## src/rtl/rename_register_file.sv

```systemverilog
// Architectural register file with per-register rename tags (busy + producer ROB index).
// Optional same-cycle commit-to-query bypass: define RF_COMMIT_BYPASS_EN.
module rename_register_file #(
    parameter int unsigned ROB_IDX_W = 4,
    parameter int unsigned XLEN      = 32
) (
    input  logic                 clk_in,
    input  logic                 rst_in,
    input  logic                 rdy_in,
    input  logic                 clear,
    input  logic [4:0]           rob_set_idx,
    input  logic [XLEN-1:0]      rob_set_reg_val,
    input  logic [ROB_IDX_W-1:0] rob_set_recorder,
    input  logic                 rename_valid,
    input  logic [4:0]           rename_rd,
    input  logic [ROB_IDX_W-1:0] rename_rob_idx,
    input  logic [4:0]           query_rs1,
    output logic [XLEN-1:0]      query_val1,
    output logic                 query_busy1,
    output logic [ROB_IDX_W-1:0] query_dep1,
    input  logic [4:0]           query_rs2,
    output logic [XLEN-1:0]      query_val2,
    output logic                 query_busy2,
    output logic [ROB_IDX_W-1:0] query_dep2
);

    localparam int unsigned NUM_REGS = 32;

    logic [XLEN-1:0]      val_q  [NUM_REGS];
    logic [XLEN-1:0]      val_d  [NUM_REGS];
    logic [NUM_REGS-1:0]  busy_q;
    logic [NUM_REGS-1:0]  busy_d;
    logic [ROB_IDX_W-1:0] dep_q  [NUM_REGS];
    logic [ROB_IDX_W-1:0] dep_d  [NUM_REGS];

    logic byp1_c;
    logic byp2_c;

    // Next state: flush beats commit; rename beats the commit's tag-match release.
    always_comb begin
        val_d  = val_q;
        busy_d = busy_q;
        dep_d  = dep_q;
        if (rdy_in) begin
            if (clear) begin
                busy_d = '0;
                for (int i = 0; i < NUM_REGS; i++) begin
                    dep_d[i] = '0;
                end
            end else begin
                if (rob_set_idx != 5'd0) begin
                    val_d[rob_set_idx] = rob_set_reg_val;
                    if (busy_q[rob_set_idx] && (dep_q[rob_set_idx] == rob_set_recorder)) begin
                        busy_d[rob_set_idx] = 1'b0;
                        dep_d[rob_set_idx]  = '0;
                    end
                end
                if (rename_valid && (rename_rd != 5'd0)) begin
                    busy_d[rename_rd] = 1'b1;
                    dep_d[rename_rd]  = rename_rob_idx;
                end
            end
        end
    end

    always_ff @(posedge clk_in or negedge rst_in) begin
        if (!rst_in) begin
            busy_q <= '0;
            for (int i = 0; i < NUM_REGS; i++) begin
                val_q[i] <= '0;
                dep_q[i] <= '0;
            end
        end else begin
            val_q  <= val_d;
            busy_q <= busy_d;
            dep_q  <= dep_d;
        end
    end

    // A matching in-flight commit may forward its value to the query in the same cycle.
    always_comb begin
        byp1_c = 1'b0;
        byp2_c = 1'b0;
`ifdef RF_COMMIT_BYPASS_EN
        byp1_c = rdy_in && !clear && (query_rs1 != 5'd0) && (query_rs1 == rob_set_idx)
                 && busy_q[query_rs1] && (dep_q[query_rs1] == rob_set_recorder);
        byp2_c = rdy_in && !clear && (query_rs2 != 5'd0) && (query_rs2 == rob_set_idx)
                 && busy_q[query_rs2] && (dep_q[query_rs2] == rob_set_recorder);
`endif
    end

    // Queries see pre-edge state, so an instruction never depends on its own rd.
    always_comb begin
        query_val1  = '0;
        query_busy1 = 1'b0;
        query_dep1  = '0;
        if (query_rs1 != 5'd0) begin
            if (byp1_c) begin
                query_val1 = rob_set_reg_val;
            end else begin
                query_val1  = val_q[query_rs1];
                query_busy1 = busy_q[query_rs1];
                query_dep1  = dep_q[query_rs1];
            end
        end
    end

    always_comb begin
        query_val2  = '0;
        query_busy2 = 1'b0;
        query_dep2  = '0;
        if (query_rs2 != 5'd0) begin
            if (byp2_c) begin
                query_val2 = rob_set_reg_val;
            end else begin
                query_val2  = val_q[query_rs2];
                query_busy2 = busy_q[query_rs2];
                query_dep2  = dep_q[query_rs2];
            end
        end
    end

endmodule

```

## config.mk

```make
export PLATFORM = sky130hd
export DESIGN_NAME = rename_register_file
export DESIGN_NICKNAME = d
export VERILOG_FILES = /design/src/rtl/rename_register_file.sv
export SDC_FILE = /design/constraint.sdc
export NUM_CORES = 2
export LEC_CHECK = 0
export ABC_AREA = 1
export BUFFER_PORTS_ARGS = -buffer_cell sky130_fd_sc_hd__buf_2
export CAP_MARGIN = 15
export CORE_ASPECT_RATIO = 1.4
export CORE_UTILIZATION = 39
export CTS_CLUSTER_SIZE = 10
export DETAILED_ROUTE_END_ITERATION = 6
export SLEW_MARGIN = 25
export SYNTH_ARGS = -nofsm -noshare
export SYNTH_HDL_FRONTEND = slang
export SYNTH_SLANG_ARGS = --single-unit
```

## constraint.sdc

```tcl
create_clock -name clk_in -period 4.8 [get_ports clk_in]
set_input_delay 0.48 -clock clk_in [delete_from_list [all_inputs] [get_ports clk_in]]
set_output_delay 0.48 -clock clk_in [all_outputs]
set_load 0.05 [all_outputs]
```

# After elaboration in Yosys (flattened, before gate mapping)
# Index checks and enable logic that the tools add are counted.
[classes] shift=0 n_reduce_logical=11 mul=0 magnitude_cmp=12 n_div=0 eq_ne=1 add_sub_neg=0 mux=51 n_bitwise=10
[op_table] operator="1024-bit bitwise mux" count=1
[op_table] operator="128-bit 2-to-1 mux" count=6
[op_table] operator="32-bit 2-to-1 mux" count=13
[op_table] operator="32-bit binary-select mux with 5-bit select" count=2
[op_table] operator="32-bit demux with 5-bit select" count=1
[op_table] operator="128-bit AND" count=1
[op_table] operator="128-bit bitwise mux" count=1
[op_table] operator="128-bit inverter" count=1
[op_table] operator="4-bit binary-select mux with 5-bit select" count=3
[op_table] operator="4-bit demux with 5-bit select" count=2
[op_table] operator="4-bit 2-to-1 mux" count=10
[op_table] operator="32-bit AND" count=1
[op_table] operator="32-bit inverter" count=1
[op_table] operator="32-bit bitwise OR" count=1
[op_table] operator="6-bit greater-or-equal comparator (second input constant)" count=4
[op_table] operator="5-bit by 6-bit < comparator with 1-bit output (second input constant)" count=4
[op_table] operator="5-bit inverter with 6-bit output" count=4
[op_table] operator="5-bit nonzero test" count=4
[op_table] operator="1-bit binary-select mux with 5-bit select" count=3
[op_table] operator="6-bit by 1-bit < comparator with 1-bit output (second input constant)" count=2
[op_table] operator="1-bit demux with 5-bit select" count=2
[op_table] operator="5-bit by 1-bit greater-or-equal comparator with 1-bit output (second input constant)" count=2
[op_table] operator="1-bit 2-to-1 mux" count=7
[op_table] operator="1-bit logical AND" count=6
[op_table] operator="other kinds (3)" count=3
[totals] word_cells=150 rom_bits=0 n_memories=0 register_bits=1184 input_bits=65 latchBits=0 output_inout_bits=74 ram_bits=0

# Depth between registers and ports, before layout
[logic_depth] ltp_word=14 depth_mapped=20 depth_no_buf=17

# Worst setup path after synthesis
# OpenSTA, ideal clock, no wires.
[synth_path] path_type="input to output" start="in query_rs2[0]" end="out query_val2[21]" arrival_time_ns=2.805 path_buffers=4 required_time_ns=4.320 cell_stages=9 path_slack_ns=1.515 cell_sequence="clkbuf_1 -> inv_2 -> clkbuf_1 -> clkbuf_1 -> buf_1 -> nor2_1 -> o221ai_1 -> nand3_1 -> a31oi_1"
[synth_between] elab_chain_cells=5 elab_cells_between_ends=6 classes_between="mux (4); bitwise (1); reduce/logical (1)"
[synth_rtl] element="start, declared" line_no="21" source="input logic [4:0] query_rs2,"
[synth_rtl] element="5-bit inverter with 6-bit output (implied by the code)" line_no="116" source="query_val2 = val_q[query_rs2];"
[synth_rtl] element="32-bit binary-select mux with 5-bit select" line_no="116"
[synth_rtl] element="32-bit 2-to-1 mux (implied by the code) (2 in a row)" line_no="116"
[synth_rtl] element="32-bit 2-to-1 mux (*)" line_no="112" source="if (query_rs2 != 5'd0) begin"
[synth_rtl] element="end, declared" line_no="22" source="output logic [XLEN-1:0] query_val2,"
# Mark *: on every way between the ends. The rest lies on a longest branch, timed or not. The select of a mux whose other input is x is not followed.

# Final worst setup path
[layout_path] start="in query_rs1[0]" end="out query_dep1[1]"
[layout_between] elab_chain_cells=5 elab_cells_between_ends=6 classes_between="mux (4); bitwise (1); reduce/logical (1)"
[layout_rtl] element="start, declared" line_no="17" source="input logic [4:0] query_rs1,"
[layout_rtl] element="5-bit inverter with 6-bit output (implied by the code)" line_no="103" source="query_dep1 = dep_q[query_rs1];"
[layout_rtl] element="4-bit binary-select mux with 5-bit select" line_no="103"
[layout_rtl] element="4-bit 2-to-1 mux (implied by the code) (2 in a row)" line_no="103"
[layout_rtl] element="4-bit 2-to-1 mux (*)" line_no="97" source="if (query_rs1 != 5'd0) begin"
[layout_rtl] element="end, declared" line_no="20" source="output logic [ROB_IDX_W-1:0] query_dep1,"
# Marks and branches as above.

==> reports/metrics.yaml <==
clocking:
  cts_hold_buf: 1
  clk_path_buf_depth: 3
  cts_tree: "done"
  htreeDepth: 4
  cts_setup_buffers: 0
  clockRootBuffer: "clkbuf_16"
  clk_latency_ns: 0.81
  postCtsResizedCells: 0
  numCtsBuffers: 139
  cts.clk_slew.worst_paths_ns: 0.06
  cts.sink_count: 1184
hold_path:
  hold_end: "dep_q[125]"
  whs_path_depth: 4
  hold_start: "clear"
  hold_class: "in2reg"
logic_synthesis:
  netlist_instances: 9471
  synth_xor_area_share_pct: 0
  yosys.area_share.simple_pct: 23.40
  syn_area_sq_um: 67540
  yosysSeqAreaShare_pct: 43.87
  yosys-mux-area-fraction_pct: 0
  synth_area_leaders: "dfrtp_1 44%, o21ai_0 17%, nand2_1 13%, nor2_1 7.5%, o221ai_1 5.0%"
  synth_largest_area_cell: "dfrtp_1"
  ys_ff_latch: 1184
  synth-compound-area-share_pct: 26.08
  synth_top_family_by_area: "compound AO/OA/AOI/OAI gates"
  synth.net_count: 9536
  avgSynthCellArea_sq_um: 7.131
  synth_top_area_share_pct: 43.87
  synth.distinct_cells: 27
  ys_warn_count: 0
  synth_fa_ha_area_share_pct: 0
routing:
  ant_nets: 0
  routed_wl_um: 289300
  viasPerCell: 6.237
  drt_iter0_drc: 9794
  drc_errors: 0
  routed-via-count: 70790
  routedWlPerCell_um: 25.49
  drtPass1Iterations: 7
critical_path:
  required_ns: 4.32
  r2r-start: "dep_q[38]"
  timing.rr.end: "dep_q[23]"
  criticalPathCategory: "in2out"
  startpoint_type: "input port"
  crit_fanout: 101
  r2r_cells: 17
  rrSetupSlack_ns: 1.94
  arrival_ns: 3.66
  endpoint_kind: "primary output"
timing:
  fmax_mhz: 241.6
  rsz0062_at_grt: "false"
  period_share_pct: 86.22
  setup_violations: 0
  period_minus_slack_ns: 4.139
  tightest_slew_ns: 1.145
  setup_tns_ns: 0
  relSlewSlack_pct: 23.68
  finClkSkew_ns: 0.02486
  hold_violations: 0
  drv_slew: 0
global_routing:
  gr-total-overflow: 0
  grt_max_degree: 155
  antenna_found_initial: 8
  grt.total_usage_pct: 32.31
  grt_pass1_vias: 66630
  grt_pass1_wl_um: 430800
pwr:
  power_leakage_nw: 33.19
  power.density_nw_per_um2: 357.1
  p_total_mw: 26.47
  vdd_drop_max_mv: 0.3708
place:
  port_buffers: 138
  post-dp-hpwl_um: 165400
  routabilityCongestion: 0.9642
die:
  die_h_um: 494.4
  die_area_sq_um: 174900
  rows: 180
  initial_core_util_pct: 39.30
  pin_count: 139
  core_area_sq_um: 171800
  die_w_um: 353.7
run:
  cap_violations: 0
finish:
  drive_gt1_share_pct: 6.395
  fin_nets: 9098
  syn2layout_area_growth_pct: 9.745
status:
  outcome: "complete, no violations"
[cell usage in the layout, fill, tap and decap left out, drive strengths merged, types with 74 or more instances in the layout]
cell type and n:
dfrtp 1184, a31oi 74, o221ai 386, inv 262
nand2 2315, nand3 257, clkbuf 163, nor2 1344
buf 329, o22ai 101, a21oi 257, o21ai 2276
[critical path, cell delays in order]
cell	delay [ns]
buf_8	0.38
inv_8	0.38
buf_4	0.34
buf_4	0.18
o21ai_0	0.15
a21oi_1	0.07
o21ai_0	0.72
nand3_1	0.20
a21oi_1	0.19
buf_2	0.39
[stage by stage]
step,cell area [sq um],setup slack [ns],instances,hold slack [ns],utilization (%)
floorplan,67540,1.515,9471,0.1844,-
global placement,70190,0.8025,11160,0.3869,40.85
detailed placement,70260,0.8643,11170,0.3890,40.89
CTS,74100,0.8251,11350,0.1231,43.12
global route,74110,0.6079,11350,0.1363,43.13
finish,74120,0.6615,11350,0.1333,43.13
[cell families after synthesis]
kind of cell / count (synthesis)
AND/OR/NAND/NOR: 3968
AO/OA/AOI/OAI: 3148
flip-flops: 1184
buffers and inverters: 1171
[Yosys cell counts]
library cell	n
nor2_1	1342
nand4_4	30
o22ai_1	101
o211ai_1	24
nand2_1	2313
clkbuf_1	833
nand2_2	2
nand4_2	1
a31oi_1	74
o311ai_0	16
nor2_4	2
o21ai_1	20
nand4_1	5
a32o_1	14
inv_1	248
nand3_1	257
buf_1	46
nor3_1	16
o21ai_0	2256
buf_4	3
dfrtp_1	1184
buf_6	8
o221ai_1	386
buf_2	20
a21oi_1	257
inv_2	9
clkinv_1	4
[per-layer routing]
| layer | vias up | GRT usage (%) | wire length (um) |
|---|---|---|---|
| li1 | 31100 | - | - |
| met1 | 34040 | 41.22 | 110800 |
| met2 | 4610 | 49.34 | 127500 |
| met3 | 1038 | 7.488 | 31850 |
| met4 | 4 | 20.33 | 19150 |
| met5 | - | 0 | 16 |
[area by class of cell]
cell class	count	area, sq um
Antenna cell	5	12.51
Clock inverter	16	196.4
Clock buffer	162	3635
Fill cell	17410	97720
Multi-Input combinational cell	7116	33680
Inverter	261	1037
Sequential cell	1184	29630
Tap cell	2275	2846
Timing Repair Buffer	331	3078
[where the power goes]
| part | switching [mW] | internal, mW | total [mW] |
|---|---|---|---|
| combinational | 3.29 | 1.46 | 4.75 |
| sequential | 0.888 | 11.1 | 12.0 |
| clock | 4.41 | 5.33 | 9.73 |
| total | 8.59 | 17.9 | 26.5 |
[how the worst max path moves through the flow]
stage	startpoint	endpoint	slack [ns]	depth (start not counted)
global route	query_rs1[0]	query_dep1[1]	0.61	10
global placement	query_rs1[0]	query_val1[15]	0.80	10
floorplan	query_rs2[0]	query_val2[21]	1.52	9
detailed placement	query_rs1[0]	query_val1[15]	0.86	10
CTS	query_rs1[0]	query_val1[13]	0.83	9
finish	query_rs1[0]	query_dep1[1]	0.66	10
[registers in the layout, indices dropped and copies added, names as in the netlist]
register,cells
busy_q,32
val_q,1024
dep_q,128
(Power assumes the default switching activity.)
